`src/rtl/mapu_mstream_arb_pkg.sv`:
```
// Shared types and default parameters for the mstream round-robin arbiter.
package mapu_mstream_arb_pkg;

  localparam int unsigned NUM_REQ_DEF = 4;
  localparam int unsigned DATA_W_DEF  = 32;
  localparam int unsigned TIMEOUT_DEF = 256;

  typedef enum logic {
    IDLE = 1'b0,
    LOCK = 1'b1
  } mstream_arb_state_t;

endpackage

```
`src/rtl/mapu_mstream_rr_picker.sv`:
```
// Combinational round-robin picker: first set request bit at or after ptr, wrapping.
module mapu_mstream_rr_picker #(
  parameter int unsigned NUM_REQ = 4
) (
  input  logic [NUM_REQ-1:0]         req,
  input  logic [$clog2(NUM_REQ)-1:0] ptr,
  output logic                       found,
  output logic [$clog2(NUM_REQ)-1:0] idx
);

  localparam int unsigned IDX_W = $clog2(NUM_REQ);

  int unsigned pos;

  // Scan from the far end down so the lowest rotated offset wins.
  always_comb begin
    found = 1'b0;
    idx   = '0;
    pos   = 0;
    for (int k = NUM_REQ - 1; k >= 0; k--) begin
      pos = (32'(ptr) + 32'(k)) % NUM_REQ;
      if (req[pos]) begin
        found = 1'b1;
        idx   = IDX_W'(pos);
      end
    end
  end

endmodule

```
`src/rtl/mapu_mstream_arb.sv`:
```
// Round-robin arbiter locking one mstream output to a source for a whole matrix.
// Optional stall timeout enabled by defining MAPU_MSTREAM_ARB_TIMEOUT_EN.
module mapu_mstream_arb
  import mapu_mstream_arb_pkg::*;
#(
  parameter int unsigned NUM_REQ = NUM_REQ_DEF,
  parameter int unsigned DATA_W  = DATA_W_DEF,
  parameter int unsigned TIMEOUT = TIMEOUT_DEF
) (
  input  logic                       sys_clk,
  input  logic                       reset_n,
  input  logic [NUM_REQ-1:0]         req_vld,
  output logic [NUM_REQ-1:0]         req_rdy,
  input  logic [NUM_REQ*DATA_W-1:0]  req_data,
  input  logic [NUM_REQ-1:0]         req_eom,
  output logic                       out_vld,
  input  logic                       out_rdy,
  output logic [DATA_W-1:0]          out_data,
  output logic                       out_eom,
  output logic [$clog2(NUM_REQ)-1:0] out_src,
  output logic                       busy,
  output logic                       timeout_err
);

  localparam int unsigned IDX_W = $clog2(NUM_REQ);

  mstream_arb_state_t state, state_nxt;
  logic [IDX_W-1:0]   gnt, gnt_nxt;
  logic [IDX_W-1:0]   ptr, ptr_nxt;
  logic [IDX_W-1:0]   gnt_inc;
  logic               pick_found;
  logic [IDX_W-1:0]   pick_idx;
  logic               locked;
  logic               src_vld;
  logic               src_eom;
  logic [DATA_W-1:0]  src_data;
  logic               beat_done;
  logic               stall_fire;

  mapu_mstream_rr_picker #(
    .NUM_REQ (NUM_REQ)
  ) u_picker (
    .req   (req_vld),
    .ptr   (ptr),
    .found (pick_found),
    .idx   (pick_idx)
  );

  // Zero-latency pass-through of the granted source while locked.
  assign locked    = (state == LOCK);
  assign src_vld   = req_vld[gnt];
  assign src_eom   = req_eom[gnt];
  assign src_data  = req_data[32'(gnt) * DATA_W +: DATA_W];
  assign out_vld   = locked & src_vld;
  assign out_eom   = locked & src_eom;
  assign out_data  = locked ? src_data : '0;
  assign beat_done = out_vld & out_rdy;
  assign out_src   = gnt;
  assign busy      = locked;
  assign gnt_inc   = (32'(gnt) == NUM_REQ - 1) ? '0 : IDX_W'(gnt + IDX_W'(1));

  always_comb begin
    req_rdy = '0;
    if (locked) req_rdy[gnt] = out_rdy;
  end

`ifdef MAPU_MSTREAM_ARB_TIMEOUT_EN
  localparam int unsigned CNT_W = $clog2(TIMEOUT + 1);

  logic [CNT_W-1:0] stall_cnt;
  logic             timeout_err_q;

  // Fires on the cycle the count of source-side stalls reaches TIMEOUT.
  assign stall_fire  = locked & ~src_vld & (stall_cnt == CNT_W'(TIMEOUT - 1));
  assign timeout_err = timeout_err_q;

  always_ff @(posedge sys_clk or negedge reset_n) begin
    if (!reset_n) begin
      stall_cnt     <= '0;
      timeout_err_q <= 1'b0;
    end else begin
      timeout_err_q <= stall_fire;
      if (!locked || beat_done || stall_fire) stall_cnt <= '0;
      else if (!src_vld)                      stall_cnt <= stall_cnt + CNT_W'(1);
    end
  end
`else
  logic unused_timeout;

  assign unused_timeout = ^TIMEOUT;
  assign stall_fire     = 1'b0;
  assign timeout_err    = 1'b0;
`endif

  always_ff @(posedge sys_clk or negedge reset_n) begin
    if (!reset_n) begin
      state <= IDLE;
      gnt   <= '0;
      ptr   <= '0;
    end else begin
      state <= state_nxt;
      gnt   <= gnt_nxt;
      ptr   <= ptr_nxt;
    end
  end

  // Grant held until the eom beat is accepted (or a forced release).
  always_comb begin
    state_nxt = state;
    gnt_nxt   = gnt;
    ptr_nxt   = ptr;
    case (state)
      IDLE: begin
        if (pick_found) begin
          state_nxt = LOCK;
          gnt_nxt   = pick_idx;
        end
      end
      LOCK: begin
        if ((beat_done && src_eom) || stall_fire) begin
          state_nxt = IDLE;
          ptr_nxt   = gnt_inc;
        end
      end
      default: state_nxt = IDLE;
    endcase
  end

endmodule
```
`config.mk`:
```
export PLATFORM = sky130hd
export DESIGN_NAME = mapu_mstream_arb
export DESIGN_NICKNAME = d
export VERILOG_FILES = /design/src/rtl/mapu_mstream_arb_pkg.sv /design/src/rtl/mapu_mstream_rr_picker.sv /design/src/rtl/mapu_mstream_arb.sv
export SDC_FILE = /design/constraint.sdc
export NUM_CORES = 1
export LEC_CHECK = 0
export CAP_MARGIN = 20
export CORE_MARGIN = 8
export CORE_UTILIZATION = 33
export CTS_BUF_LIST = sky130_fd_sc_hd__clkbuf_4 sky130_fd_sc_hd__clkbuf_8
export CTS_CLUSTER_DIAMETER = 100
export CTS_CLUSTER_SIZE = 40
export DETAILED_ROUTE_END_ITERATION = 7
export DONT_BUFFER_PORTS = 1
export PLACE_DENSITY = 0.45
export SETUP_SLACK_MARGIN = 0.02
export SLEW_MARGIN = 20
export SYNTH_ARGS = -nofsm -noshare
export SYNTH_HDL_FRONTEND = slang
export SYNTH_SLANG_ARGS = --single-unit
export TNS_END_PERCENT = 50
```
`constraint.sdc`:
```
create_clock -name sys_clk -period 3.2 [get_ports sys_clk]
set_input_delay 0.64 -clock sys_clk [delete_from_list [all_inputs] [get_ports sys_clk]]
set_output_delay 0.64 -clock sys_clk [all_outputs]
set_load 0.02 [all_outputs]
```
==> run_results.csv, run 1 <==
group,metric,value,unit
outcome,status,"finished, final reports clean",
final_layout,final_core_util,35.3,%
final_layout,layout-drive-gt1-share,38.6,%
logic_synthesis,synth_top_cell_by_area,"mux4_2",
worst_setup_path,r2r_slack,1220,ps
clock_network,clkSinkCount,5,
sta,fin_crit_sh,86.5,%
global_route,antenna_found_initial,0,
sta,skew,0.759,ps
floorplanning,initial_utilization,33.7,%
logic_synthesis,synth_nets,261,
route,wire_per_inst,32.2,um
logic_synthesis,yosysSeqAreaShare,8.70,%
worst_setup_path,crit_arrival,2130,ps
floorplanning,die_h,82.0,um
logic_synthesis,syn_area_per_cell,12.2,um2
clock_network,holdBufCountCts,0,
logic_synthesis,synth_area_leaders,"mux4_2, and2_1, dfrtp_1, mux4_1, ha_1",
clock_network,cts_tree,"yes",
sta,fin_crit,2770,ps
clock_network,cts_setup_buffers,0,
global_route,grt_max_degree,25,
sta,fmax,361,MHz
global_route,grt_usage,13.6,%
final_layout,nNetsFinal,258,
logic_synthesis,synth.distinct_cells,27,
route,first_pass_iters,4,
power,p_leak,0.532,nW
placed_design,dp_slack,606,ps
logic_synthesis,synth_edf_count,0,
logic_synthesis,ys_warn_count,0,
clock_network,clk_pin_slew,30,ps
logic_synthesis,synthCells,118,
power,power,1.57,mW
logic_synthesis,synth.top_cell.area_share,47.0,%
route,detail-route-antenna-nets,0,
route,viasPerCell,6.80,
sta,tightest_slew,631,ps
min_path,hold_class,"in2async",
worst_setup_path,cp-start-kind,"flop",
global_route,grt_pass1_vias,1223,
route,drc,0,
sta,holdWs,117,ps
worst_setup_path,cp-startpoint,"out_src[0]$_DFFE_PN0P_",
route,drtIter0Drc,38,
worst_setup_path,worstPathMaxFanout,21,
sta,timing.final.ws_setup,431,ps
worst_setup_path,path_class,"reg2out",
logic_synthesis,ys_ff_latch,5,
worst_setup_path,cp.required,2560,ps
floorplanning,num_rows,24,
sta,finalHoldViolations,0,
sta,rsz0062_at_grt,"no",
placed_design,routabilityCongestion,0.766,
worst_setup_path,endpoint_kind,"output pin",
worst_setup_path,r2r-start,"out_src[0]$_DFFE_PN0P_",
power,ir_drop,0.000305,V
floorplanning,dieArea,6730,um2
sta,slew_viol_final,0,
sta,tns,0,ps
logic_synthesis,async_flop_share,100,%
clock_network,numCtsBuffers,3,
clock_network,clk_latency,220,ps
placed_design,dpl.hpwl,4730,um
logic_synthesis,syn_area,1440,um2
logic_synthesis,synthFlopType,"dfrtp_1",
logic_synthesis,synthTopCellsByCount,"and2_1, mux4_2, dfrtp_1",
route,drt_wl_total,5350,um
floorplanning,die_w,82.0,um
global_route,grt_pass1_wl,7010,um
global_route,gr-total-overflow,0,
floorplanning,core,4260,um2
clock_network,cts_root_buf,"clkbuf_8",
final_layout,syn2layout_area_growth,4.52,%
sta,setup_viol,0,
placed_design,port-buffer-count,0,
clock_network,max-clock-path-buffers,2,
clock_network,cts_resized,0,
final_layout,antennaDiodeCount,0,
logic_synthesis,yosysMostFrequentCell,"and2_1",
clock_network,htreeDepth,1,
flow_run,maxCapViolations,0,
sta,slew-limit-headroom,57.9,%
floorplanning,ios,181,
power,power_density,1050,nW/um2
route,vias,1129,
[critical path, stage by stage (launching register included)]
cell,delay [ps]
dfrtp_2,770
buf_4,360
mux4_2,530
and2_1,240
[final cells by class]
| cell class | count | area [um2] |
|---|---|---|
| fill | 424 | 2760 |
| multi-input combinational | 96 | 1210 |
| sequential | 5 | 126 |
| tap | 52 | 65.1 |
| clock buffer | 4 | 48.8 |
| timing repair buffer | 5 | 37.5 |
| inverter | 4 | 15.0 |
[state kept, by name, indices dropped and copies added, names as in the netlist]
name	count
busy	1
out_src	2
ptr	2
[metrics by stage]
stage                     instances  cell area (um2)
after detailed placement        162             1460
after global placement          162             1460
after floorplan                 118             1440
after CTS                       166             1500
final                           166             1500
after global routing            166             1500
[kinds of logic (layout without fill, tap and decap cells)]
| family | count (synthesis) | count (layout) | share of synthesized area, % |
|---|---|---|---|
| AO/OA/AOI/OAI | 10 | 10 | 4.35 |
| adder cells (fa/ha/maj) | 4 | 4 | 3.48 |
| buffers and inverters | 17 | 13 | 7.13 |
| flip-flops | 5 | 5 | 8.70 |
| multiplexers | 37 | 37 | 56.7 |
| other | 1 | 1 | 0.261 |
| AND/OR/NAND/NOR | 44 | 44 | 19.4 |
[power by group]
| part | switching [mW] | total [mW] | internal (mW) |
|---|---|---|---|
| sequential | 0.118 | 0.209 | 0.0908 |
| combinational | 0.693 | 1.24 | 0.549 |
| clock | 0.0285 | 0.122 | 0.0937 |
| total | 0.840 | 1.57 | 0.733 |
[layout by cell type (no fill, tap or decap), drive strengths merged]
cell type,instances
a21boi,2
nand4,1
nor3b,1
dfrtp,5
mux2,1
ha,4
nand2,1
and3,4
nor2b,1
buf,5
and2,34
clkbuf,4
a21oi,3
mux4,34
conb,1
o21ai,3
mux2i,2
nor4,1
o22ai,1
nor2,1
o31ai,1
inv,4
[worst paths after layout]
| kind | cells after the start | endpoint |
|---|---|---|
| min in group sys_clk | 2 | ptr[0]$_DFFE_PN0P_ |
| max in group asynchronous | 0 | out_src[0]$_DFFE_PN0P_ |
| worst min register to register | 2 | ptr[0]$_DFFE_PN0P_ |
| worst min-delay path | 0 | ptr[1]$_DFFE_PN0P_ |
| worst max-delay path | 3 | out_data[23] |
| worst max register to register | 3 | ptr[1]$_DFFE_PN0P_ |
[routing by layer]
metal | up-vias | wire length (um) | GRT usage, %
met5 | - | 0 | 0
met4 | 0 | 0 | 1.05
met3 | 0 | 757 | 4.60
met2 | 101 | 2980 | 27.3
met1 | 567 | 1610 | 13.4
li1 | 461 | - | -
(Power assumes the default switching activity.)
==> run 2, diff against run 1 <==
--- a/constraint.sdc
+++ b/constraint.sdc
@@ -3,2 +3,2 @@
 set_output_delay 0.64 -clock sys_clk [all_outputs]
-set_load 0.02 [all_outputs]
+set_load 0.1 [all_outputs]
==> run 2 against run 1 <==
Critical path depth increased by 1. Setup slack better by 22 ps. Clock-buffer cell count is the same. Clock skew grew 1.3 ps. Cell area increased by 19%. Non-clock buffer count is 37 higher. Cell count rose by 22%. Flip-flop and latch count unchanged. Core utilization rose by 6.6 points. Maximum frequency grew 0.81%. Via count rose by 7.4%. Global-route usage is 1.5 points higher.
==> run_results.csv, run 2 (synthesis gave the netlist of run 1 again) <==
group,metric,value,unit
floorplanning,dieArea,6730,um2
route,wire_per_inst,27.7,um
worst_setup_path,cp-start-kind,"flop",
placed_design,routabilityCongestion,0.719,
global_route,grt_max_degree,43,
worst_setup_path,crit_path_frequent_cell,"buf_4",
worst_setup_path,endpoint_kind,"output pin",
worst_setup_path,worstSetupPathDepth,4,
worst_setup_path,r2r_slack,1290,ps
sta,slew-limit-headroom,45.5,%
worst_setup_path,worstPathMaxFanout,24,
sta,tightest_slew,818,ps
min_path,hold_class,"in2async",
worst_setup_path,cpLargestDelayFamily,"flip-flops",
floorplanning,ios,181,
sta,slew_viol_final,0,
final_layout,nNetsFinal,295,
final_layout,finalNonFillerCells,203,
global_route,grt_usage,15.0,%
placed_design,dpl.hpwl,4850,um
placed_design,placed_area,1740,um2
placed_design,port-buffer-count,0,
route,detail-route-antenna-nets,0,
clock_network,htreeDepth,1,
clock_network,cts_setup_buffers,0,
route,first_pass_iters,5,
sta,skew,2.07,ps
sta,fin_crit,2750,ps
final_layout,final_area,1790,um2
clock_network,clk_pin_slew,40,ps
clock_network,holdBufCountCts,0,
global_route,gr-total-overflow,0,
final_layout,fill_cells,419,
global_route,grt_pass1_wl,7690,um
final_layout,final_common_cell,"buf_4",
route,drtIter0Drc,38,
outcome,status,"finished, final reports clean",
final_layout,antennaDiodeCount,0,
final_layout,final_core_util,41.9,%
floorplanning,die_h,82.0,um
route,drc,0,
floorplanning,num_rows,24,
worst_setup_path,worstRegToRegCells,3,
worst_setup_path,r2r-start,"out_src[1]$_DFFE_PN0P_",
final_layout,layout_common_cells,"buf_4, and2_1, mux4_2",
sta,fin_crit_sh,85.8,%
sta,setup_viol,0,
clock_network,clk_latency,220,ps
floorplanning,initial_utilization,33.7,%
clock_network,cts_root_buf,"clkbuf_8",
sta,fmax,364,MHz
clock_network,cts_resized,0,
worst_setup_path,crit_arrival,2110,ps
final_layout,layout-drive-gt1-share,55.0,%
global_route,antenna_found_initial,0,
worst_setup_path,path_cells,"buf_4 -> mux4_2 -> and2_1 -> buf_4",
route,vias,1212,
worst_setup_path,cp_slowest_cell,"dfrtp_4",
worst_setup_path,path_class,"reg2out",
clock_network,clkSinkCount,5,
floorplanning,die_w,82.0,um
sta,rsz0062_at_grt,"no",
clock_network,max-clock-path-buffers,2,
global_route,grt_pass1_vias,1336,
sta,tns,0,ps
clock_network,cts_tree,"yes",
worst_setup_path,slowest_delay,670,ps
route,drt_wl_total,5630,um
floorplanning,core,4260,um2
final_layout,syn2layout_area_growth,24.2,%
clock_network,numCtsBuffers,3,
route,viasPerCell,5.97,
worst_setup_path,rr_endpoint,"ptr[1]$_DFFE_PN0P_",
worst_setup_path,cp.buffers_inverters,2,
flow_run,maxCapViolations,0,
sta,finalHoldViolations,0,
worst_setup_path,cp.required,2560,ps
placed_design,dpl.cell_count,199,
[run 2: through the flow]
stage	setup WS [ps]	hold slack, ps
2_1_floorplan	160	344
3_3_place_gp	687	345
3_5_place_dp	650	345
4_1_cts	406	112
5_1_grt	321	101
6_report	453	115
[run 2: worst reg2reg max path, stage by stage, from the launching register on]
cell and delay [ps]:
dfrtp_2 880, mux4_2 440, nand4_2 150, mux2_4 310
[run 2: worst max-delay path by stage]
stage                                       from            to
after global placement    out_src[0]$_DFFE_PN0P_  out_data[27]
after floorplan           out_src[1]$_DFFE_PN0P_  out_data[12]
final                     out_src[0]$_DFFE_PN0P_  out_data[22]
after detailed placement  out_src[0]$_DFFE_PN0P_  out_data[24]
after global routing      out_src[0]$_DFFE_PN0P_  out_data[21]
after CTS                 out_src[0]$_DFFE_PN0P_  out_data[22]
[run 2: routing by layer]
layer	part of all wire [%]	GRT usage (%)	vias up
met3	12	5.25	2
met2	55	29.0	83
li1	-	-	535
met4	0.34	2.28	0
met5	0	0	-
met1	33	15.3	592
[run 2: cell type report]
cell class	instances	area (um2)	share of cell area, %
Timing Repair Buffer	42	315	17.6
Inverter	4	15.0	0.840
Clock buffer	4	48.8	2.73
Tap cell	52	65.1	3.64
Sequential cell	5	131	7.35
Multi-Input combinational cell	96	1210	67.8
Power of run 2 is left out: the tool's default activity adds up to more than one toggle a clock period on the data nets, which glitch-free logic cannot reach.
==> run 3, diff against run 2 <==
- CELL_PAD_IN_SITES_DETAIL_PLACEMENT: not set -> 1
- CELL_PAD_IN_SITES_GLOBAL_PLACEMENT: not set -> 2
- PLACE_DENSITY: 0.45 -> 0.81
==> run 3 against run 2 <==
Clock-buffer cell count did not move. First-iteration DRC count is 24% higher. Sequential share of layout area increased by 0.062 points. Global-route usage increased by 2.1 points. Cell count is 0.99% lower.
==> run_results.csv, run 3 (synthesis gave the netlist of run 1 again) <==
group,metric,value,unit
clock_network,clk_latency,220,ps
route,detail-route-antenna-nets,0,
final_layout,nNetsFinal,293,
sta,timing.final.ws_setup,445,ps
global_route,antenna_found_initial,0,
final_layout,multi_input_comb_area,1210,um2
global_route,grt_pass1_vias,1495,
floorplanning,dieArea,6730,um2
worst_setup_path,cp.required,2560,ps
sta,slew-limit-headroom,46.6,%
final_layout,final_core_util,41.5,%
sta,finalHoldViolations,0,
global_route,gr-total-overflow,0,
floorplanning,die_h,82.0,um
final_layout,layout-drive-gt1-share,54.4,%
floorplanning,num_rows,24,
worst_setup_path,worstPathMaxFanout,38,
worst_setup_path,worstRegToRegCells,3,
clock_network,cts_tree,"yes",
clock_network,htreeDepth,1,
outcome,status,"finished, final reports clean",
clock_network,holdBufCountCts,0,
sta,holdWs,112,ps
sta,tns,0,ps
min_path,hold_class,"in2async",
placed_design,dpl.hpwl,5500,um
floorplanning,ios,181,
route,vias,1268,
global_route,grt_usage,17.1,%
route,drc,0,
floorplanning,die_w,82.0,um
route,first_pass_iters,4,
route,viasPerCell,6.31,
sta,fin_crit,2750,ps
clock_network,cts_resized,0,
sta,rsz0062_at_grt,"no",
sta,fin_crit_sh,86.1,%
clock_network,clkSinkCount,5,
placed_design,routabilityCongestion,0.761,
worst_setup_path,endpoint_kind,"output pin",
worst_setup_path,cp-start-kind,"flop",
final_layout,fill_cells,474,
final_layout,antennaDiodeCount,0,
route,drt_wl_total,6370,um
route,wire_per_inst,31.7,um
global_route,grt_max_degree,43,
clock_network,cts_root_buf,"clkbuf_8",
sta,slew_viol_final,0,
final_layout,final_common_cell,"buf_4",
clock_network,cts_setup_buffers,0,
worst_setup_path,path_class,"reg2out",
global_route,grt_pass1_wl,8710,um
floorplanning,initial_utilization,33.7,%
final_layout,layout_common_cells,"buf_4, and2_1, mux4_2",
sta,skew,1.85,ps
sta,setup_viol,0,
floorplanning,core,4260,um2
sta,fmax,363,MHz
placed_design,dp_slack,632,ps
clock_network,clk_pin_slew,40,ps
clock_network,max-clock-path-buffers,2,
clock_network,numCtsBuffers,3,
route,drtIter0Drc,47,
final_layout,syn2layout_area_growth,23.1,%
flow_run,maxCapViolations,0,
worst_setup_path,crit_arrival,2110,ps
sta,tightest_slew,801,ps
final_layout,regArea,131,um2
placed_design,port-buffer-count,0,
## run 3: cell types whose count changed in the layout (fill, tap and decap cells not counted)
cell   previous run  this run
buf_4            42        40
## run 3: final cells by class
type / count / share of cell area [%]
multi-input combinational: 96 / 68.4
timing repair buffer: 40 / 16.9
sequential: 5 / 7.42
tap: 52 / 3.67
clock buffer: 4 / 2.75
inverter: 4 / 0.847
## run 3: final timing paths
path                                        start                     end  slack [ps]
setup / recovery           out_src[0]$_DFFE_PN0P_                 out_eom         450
hold / removal                            reset_n      ptr[0]$_DFFE_PN0P_         110
setup reg to reg           out_src[0]$_DFFE_PN0P_      ptr[1]$_DFFE_PN0P_        1100
hold reg to reg                ptr[0]$_DFFE_PN0P_      ptr[0]$_DFFE_PN0P_         570
max in group asynchronous                 reset_n  out_src[0]$_DFFE_PN0P_        3010
min in group sys_clk           ptr[0]$_DFFE_PN0P_      ptr[0]$_DFFE_PN0P_         570
## run 3: worst max-delay path, stage by stage (launching register included)
cell and delay (ps):
dfrtp_4 840, mux4_2 610, and2_1 170, buf_4 230
## run 3: metrics by stage
| step | std cells | instance area (um2) |
|---|---|---|
| after CTS | 201 | 1770 |
| after global routing | 201 | 1770 |
| final | 201 | 1770 |
| after detailed placement | 197 | 1720 |
| after floorplan | 118 | 1440 |
| after global placement | 197 | 1720 |
## run 3: routing by layer
metal	vias to the layer above	track usage (%)	share of wire, %
met5	-	0	0
li1	528	-	-
met2	93	35.0	57
met1	641	15.1	29
met3	6	6.78	12
met4	0	3.33	0.85
Power of run 3 is left out for the same reason.
